File: src/rtl/pim_conv_sched.sv
// Row-scan scheduler for a PIM conv array: walks rows, captures ADC results into a credit-limited FIFO.
// Define PIM_SCHED_ACC_EN to sum all rows of a job into one beat instead of one beat per row.
module pim_conv_sched #(
  parameter int INPUT_SIZE = 34,
  parameter int DEPTH      = 6,
  parameter int ADC_P      = 8,
  parameter int LAT        = 1,
  parameter int FIFO_D     = 4,
  parameter int ACC_W      = 16
) (
  input  logic                  clk,
  input  logic                  rst,
  input  logic                  req_valid,
  output logic                  req_ready,
  input  logic [INPUT_SIZE-1:0] req_feature,
  input  logic [DEPTH-1:0]      req_start,
  input  logic [DEPTH:0]        req_count,
  output logic                  pim_en,
  output logic [INPUT_SIZE-1:0] pim_feature,
  output logic [DEPTH-1:0]      pim_addr,
  input  logic [ADC_P-1:0]      pim_out,
  output logic                  res_valid,
  input  logic                  res_ready,
  output logic [ACC_W-1:0]      res_data,
  output logic                  res_last
);
  localparam int PW = $clog2(FIFO_D);
  localparam int CW = $clog2(FIFO_D + LAT + 1) + 1;

  typedef enum logic [1:0] {IDLE, ISSUE, DRAIN} state_t;
  state_t r_state, w_state_nxt;

  logic [INPUT_SIZE-1:0] r_feature;
  logic [DEPTH-1:0]      r_addr;
  logic [DEPTH:0]        r_issue_left, r_cap_left;
  logic                  r_done;
  logic [LAT-1:0]        r_vld_pipe;
  logic [ACC_W-1:0]      r_fifo_data [FIFO_D];
  logic [FIFO_D-1:0]     r_fifo_last;
  logic [PW-1:0]         r_wr_ptr, r_rd_ptr;
  logic [PW:0]           r_occ;

  logic             w_accept, w_issue, w_cap, w_final, w_push, w_push_last, w_pop;
  logic [ACC_W-1:0] w_ext, w_push_data;
  logic [CW-1:0]    w_inflight;

  assign w_cap    = r_vld_pipe[LAT-1];
  assign w_ext    = {{(ACC_W-ADC_P){pim_out[ADC_P-1]}}, pim_out};
  assign w_accept = (r_state == IDLE) && req_valid;
  assign w_pop    = res_valid && res_ready;
  // Closing beat: everything captured but no last beat queued yet (count=0 or accumulate mode).
  assign w_final  = (r_state == DRAIN) && (r_cap_left == '0) && !r_done;

  always_comb begin
    w_inflight = '0;
    for (int k = 0; k < LAT; k++) w_inflight = w_inflight + CW'(r_vld_pipe[k]);
  end

  // Credit check: every read in flight already owns a FIFO slot.
  assign w_issue = (r_state == ISSUE) && !rst &&
                   ((w_inflight + CW'(r_occ)) < CW'(FIFO_D));

`ifdef PIM_SCHED_ACC_EN
  logic [ACC_W-1:0] r_acc;
  always_ff @(posedge clk) begin
    if (rst || w_accept) r_acc <= '0;
    else if (w_cap)      r_acc <= r_acc + w_ext;
  end
  assign w_push      = w_final;
  assign w_push_data = r_acc;
  assign w_push_last = 1'b1;
`else
  assign w_push      = w_cap || w_final;
  assign w_push_data = w_cap ? w_ext : '0;
  assign w_push_last = w_final || (r_cap_left == (DEPTH+1)'(1));
`endif

  always_comb begin
    w_state_nxt = r_state;
    case (r_state)
      IDLE:    if (req_valid) w_state_nxt = (req_count == '0) ? DRAIN : ISSUE;
      ISSUE:   if (w_issue && (r_issue_left == (DEPTH+1)'(1))) w_state_nxt = DRAIN;
      DRAIN:   if (w_pop && res_last) w_state_nxt = IDLE;
      default: w_state_nxt = IDLE;
    endcase
  end

  always_ff @(posedge clk) begin
    if (rst) begin
      r_state      <= IDLE;
      r_feature    <= '0;
      r_addr       <= '0;
      r_issue_left <= '0;
      r_cap_left   <= '0;
      r_done       <= 1'b0;
      r_vld_pipe   <= '0;
    end else begin
      r_state       <= w_state_nxt;
      r_vld_pipe[0] <= w_issue;
      for (int k = 1; k < LAT; k++) r_vld_pipe[k] <= r_vld_pipe[k-1];
      if (w_accept) begin
        r_feature    <= req_feature;
        r_addr       <= req_start;
        r_issue_left <= req_count;
        r_cap_left   <= req_count;
        r_done       <= 1'b0;
      end else begin
        if (w_issue) begin
          r_addr       <= r_addr + 1'b1;
          r_issue_left <= r_issue_left - 1'b1;
        end
        if (w_cap) r_cap_left <= r_cap_left - 1'b1;
        if (w_push && w_push_last) r_done <= 1'b1;
      end
    end
  end

  always_ff @(posedge clk) begin
    if (rst) begin
      r_wr_ptr    <= '0;
      r_rd_ptr    <= '0;
      r_occ       <= '0;
      r_fifo_last <= '0;
    end else begin
      if (w_push) begin
        r_fifo_data[r_wr_ptr] <= w_push_data;
        r_fifo_last[r_wr_ptr] <= w_push_last;
        r_wr_ptr              <= r_wr_ptr + 1'b1;
      end
      if (w_pop) r_rd_ptr <= r_rd_ptr + 1'b1;
      case ({w_push, w_pop})
        2'b10:   r_occ <= r_occ + 1'b1;
        2'b01:   r_occ <= r_occ - 1'b1;
        default: ;
      endcase
    end
  end

  assign req_ready   = (r_state == IDLE);
  assign pim_en      = w_issue;
  assign pim_feature = r_feature;
  assign pim_addr    = r_addr;
  assign res_valid   = (r_occ != '0);
  assign res_data    = res_valid ? r_fifo_data[r_rd_ptr] : '0;
  assign res_last    = res_valid && r_fifo_last[r_rd_ptr];

endmodule

File: config.mk
export PLATFORM = sky130hd
export DESIGN_NAME = pim_conv_sched
export DESIGN_NICKNAME = d
export VERILOG_FILES = /design/src/rtl/pim_conv_sched.sv
export SDC_FILE = /design/constraint.sdc
export NUM_CORES = 1
export LEC_CHECK = 0
export ABC_AREA = 0
export BUFFER_PORTS_ARGS = -buffer_cell sky130_fd_sc_hd__clkbuf_2
export CORE_MARGIN = 3
export CORE_UTILIZATION = 56
export CTS_CLUSTER_DIAMETER = 80
export DETAILED_ROUTE_END_ITERATION = 8
export PLACE_DENSITY = 0.84
export SLEW_MARGIN = 20
export SYNTH_ARGS = -nofsm -noshare
export SYNTH_HDL_FRONTEND = slang
export SYNTH_SLANG_ARGS = --single-unit
File: constraint.sdc
create_clock -name clk -period 6.8 [get_ports clk]
set_input_delay 1.36 -clock clk [delete_from_list [all_inputs] [get_ports clk]]
set_output_delay 1.36 -clock clk [all_outputs]
set_load 0.02 [all_outputs]
==> results.yml <==
synthesis:
  synth_edf_count: 32
  largest_family_of_logic_cells_by_synthesized_area: "simple AND/OR/NAND/NOR gates"
  syn_avg_cell_area_um2: 10.0
  synth-compound-area-share_pct: 11.3
  synthesized_area_um2: 4440
  synthDistinctLibCells: 50
  synthesized_area_fraction_occupied_by_xor_and_xnor_cells_pct: 2.36
  yosys-mux-area-fraction_pct: 5.77
  postSynth.topFlopCell: "sky130_fd_sc_hd__dfxtp_1"
  async_set_or_reset_flop_fraction_in_the_synthesized_netlist_pct: 0
  synth_fa_ha_area_share_pct: 3.55
  synthesis.nets: 515
  synth_cells: 444
  yosys_register_bits: 103
  synth_seq_area_share_pct: 53.6
  yosys_warnings: 0
  synth_simple_gate_area_share_pct: 17.5
sta:
  max_freq_ghz: 0.235
  final-hold-violation-count: 0
  timing.max_slew.rel_slack_pct: 49.2
  post_route_hold_slack_ns: 0.458
  tns_setup_ns: 0
  timing.final.ws_setup_ns: 2.54
  min_period_ns: 4.26
  finalSetupViolations: 0
  worstMarginPinSlew_ns: 0.762
  fin_skew_ns: 0.0117
  rsz0062_at_grt: "no"
  crit_share_post_route_pct: 62.7
  finalMaxSlewViolations: 0
clock_network:
  clockBufferDepth: 2
  cts_setup_buffers: 0
  ctsRootBufferMaster: "sky130_fd_sc_hd__clkbuf_8"
  tritoncts.num_buffers: 9
  cts_tree: "yes"
  clk_pin_slew_ns: 0.09
  tritoncts_num_sinks: 103
  cts.repair.resized: 0
  clk-insertion-delay-late_ns: 0.36
  holdBufCountCts: 0
  ctsHtreeMaxLevel: 3
detailed_routing:
  post_drt_wl_per_cell_um: 15.0
  post_dr_vias_cell: 5.47
  drc: 0
  firstDrtPassIters: 4
  detailedRoute.firstIterationViolations: 157
  drt.antenna.violating_nets: 0
  wl_um: 9700
  num_vias: 3528
power:
  power.ir.vdd_worst_mv: 0.172
  leakage_nw: 2.14
  finalPower_mw: 1.55
  power.density_cell_area_nw_per_um2: 296
placed_design:
  detailedPlace.worstSlack_ns: 2.58
  io_buf_count: 118
  routability_congestion_estimate_from_global_placement: 0.898
  detailedPlacementHpwl_um: 6880
die:
  boundaryPins: 119
  row_count: 31
  dieArea_um2: 9040
  die-width_um: 95.1
  vertical_die_dimension_um: 95.1
  initial_utilization_pct: 59.4
  core_region_area_um2: 7490
layout:
  n_antenna_cell: 0
  nets: 612
  fillerInstances: 576
  post_route_cells_drive_above_1_share_pct: 29.5
  areaGrowthSynthToFinish_pct: 17.7
global_routing:
  number_of_global_route_vias_before_repair: 3457
  grt_antenna_before_repair: 0
  maximum_number_of_pins_on_one_net_before_global_route_repair: 71
  grt_overflow_total: 0
  grt_pass1_wl_um: 16000
  global_route.usage.total_pct: 22.8
run:
  cap_viol_max_count: 0
worst_hold_path:
  hold_path_class: "register to register"
setup_path:
  crit_slowest_cell: "sky130_fd_sc_hd__nor4b_4"
  cp.arrival_ns: 2.90
  cp-start-kind: "input pin"
  endpoint_kind: "output port"
  critPathRequiredTime_ns: 5.44
  critical_path_fanouts_max: 70
  cp.buffers_inverters: 4
  slowest_stage_delay_on_critical_path_ns: 0.53
  timing.critical_path.mode_cell: "sky130_fd_sc_hd__clkbuf_2"
  crit_path_cell_trace: "clkbuf_2, buf_4, nor4b_4, nand2_4, inv_2, clkbuf_2"
  critical_path.top_delay_family: "buffers and inverters"
  critical_path_class: "input pin to output port"
run_status:
  outcome: "completed"
[final timing paths]
kind                    from              end  slack (ns)  depth (start not counted)
max                      rst           pim_en        2.54                          6
min          pim_feature[26]  pim_feature[26]        0.46                          2
max reg2reg    r_cap_left[0]         r_occ[2]        3.90                         10
min reg2reg  pim_feature[26]  pim_feature[26]        0.46                          2
[per-layer routing]
| layer | wire (µm) | share of wire, % | global-route usage [%] | vias to the layer above |
|---|---|---|---|---|
| li1 | - | - | - | 1723 |
| met2 | 4740 | 49 | 38.2 | 148 |
| met4 | 140 | 1.4 | 8.29 | 0 |
| met3 | 775 | 8.0 | 6.00 | 12 |
| met5 | 0 | 0 | 0 | - |
| met1 | 4040 | 42 | 28.3 | 1645 |
[cells in the final DEF, fill, tap and decap left out, types with 10 or more instances in the layout]
cell type and instances:
sky130_fd_sc_hd__edfxtp_1 32, sky130_fd_sc_hd__a21oi_1 49, sky130_fd_sc_hd__o21ai_0 10, sky130_fd_sc_hd__ha_1 11, sky130_fd_sc_hd__inv_1 18, sky130_fd_sc_hd__dfxtp_1 71
sky130_fd_sc_hd__nor2_1 21, sky130_fd_sc_hd__clkbuf_2 118, sky130_fd_sc_hd__and2_1 19, sky130_fd_sc_hd__nand2_1 84
[power by group]
group	internal [mW]	leakage, nW	total [mW]	switching, mW
logic	0.165	1.16	0.422	0.258
clock network	0.174	0.0964	0.385	0.211
registers	0.684	0.879	0.739	0.0549
[metrics by stage]
stage	util (%)	instance area (µm²)	instances
2_1_floorplan	-	4440	444
3_3_place_gp	66.9	5000	629
3_5_place_dp	67.0	5010	629
4_1_cts	69.7	5220	645
5_1_grt	69.9	5230	645
6_report	69.9	5230	645
[synth_stat cells, types with 2 or more instances]
master / instances / area, µm²
sky130_fd_sc_hd__nand3_1: 9 / 45.0
sky130_fd_sc_hd__buf_4: 8 / 60.1
sky130_fd_sc_hd__or3_1: 3 / 18.8
sky130_fd_sc_hd__and3_1: 2 / 12.5
sky130_fd_sc_hd__mux4_2: 9 / 203
sky130_fd_sc_hd__dfxtp_1: 71 / 1420
sky130_fd_sc_hd__inv_1: 18 / 67.6
sky130_fd_sc_hd__nand4_1: 4 / 25.0
sky130_fd_sc_hd__a31oi_1: 3 / 18.8
sky130_fd_sc_hd__mux2i_1: 2 / 20.0
sky130_fd_sc_hd__xor2_1: 6 / 52.6
sky130_fd_sc_hd__nor3_1: 8 / 40.0
sky130_fd_sc_hd__o211ai_1: 2 / 15.0
sky130_fd_sc_hd__a211oi_1: 7 / 52.6
sky130_fd_sc_hd__o21ai_0: 10 / 50.1
sky130_fd_sc_hd__nand2_1: 84 / 315
sky130_fd_sc_hd__buf_2: 8 / 40.0
sky130_fd_sc_hd__buf_6: 2 / 22.5
sky130_fd_sc_hd__xnor2_1: 6 / 52.6
sky130_fd_sc_hd__mux2_2: 3 / 33.8
sky130_fd_sc_hd__nor2_1: 21 / 78.8
sky130_fd_sc_hd__edfxtp_1: 32 / 961
sky130_fd_sc_hd__o22ai_1: 2 / 12.5
sky130_fd_sc_hd__buf_1: 3 / 11.3
sky130_fd_sc_hd__clkbuf_1: 15 / 56.3
sky130_fd_sc_hd__nor4_1: 4 / 25.0
sky130_fd_sc_hd__a311oi_1: 2 / 17.5
sky130_fd_sc_hd__ha_1: 11 / 138
sky130_fd_sc_hd__o311ai_0: 2 / 17.5
sky130_fd_sc_hd__and2_1: 19 / 119
sky130_fd_sc_hd__a21oi_1: 49 / 245
[layout make-up]
type	instances	area [µm²]	area share, %
Timing Repair Buffer	122	621	11.9
Tap cell	99	124	2.37
Sequential cell	103	2380	45.6
Clock inverter	7	80.1	1.53
Inverter	19	71.3	1.36
Clock buffer	9	124	2.37
Multi-Input combinational cell	286	1830	35.0
[kinds of logic (layout without fill, tap and decap cells)]
kind of cell,count (synthesis),count (layout)
AND/OR/NAND/NOR,163,163
multiplexers,14,14
buffers and inverters,55,157
adder cells (fa/ha/maj),12,12
AO/OA/AOI/OAI,85,85
flip-flops,103,103
XOR/XNOR,12,12
[tightest hold or removal path, stage by stage (launching register included)]
cell and delay (ns):
sky130_fd_sc_hd__dfxtp_1 0.32, sky130_fd_sc_hd__nand2_1 0.05, sky130_fd_sc_hd__a21oi_1 0.05
[flip-flops by register name, summed over array words and instances (netlist names), named ones only]
signal,count
r_rd_ptr,2
r_issue_left,7
r_wr_ptr,2
r_occ,3
r_done,1
pim_addr,6
pim_feature,34
r_vld_pipe,1
r_state,2
r_cap_left,7
r_fifo_data,32
r_fifo_last,4
No activity file was read; power rests on OpenSTA's default activity.
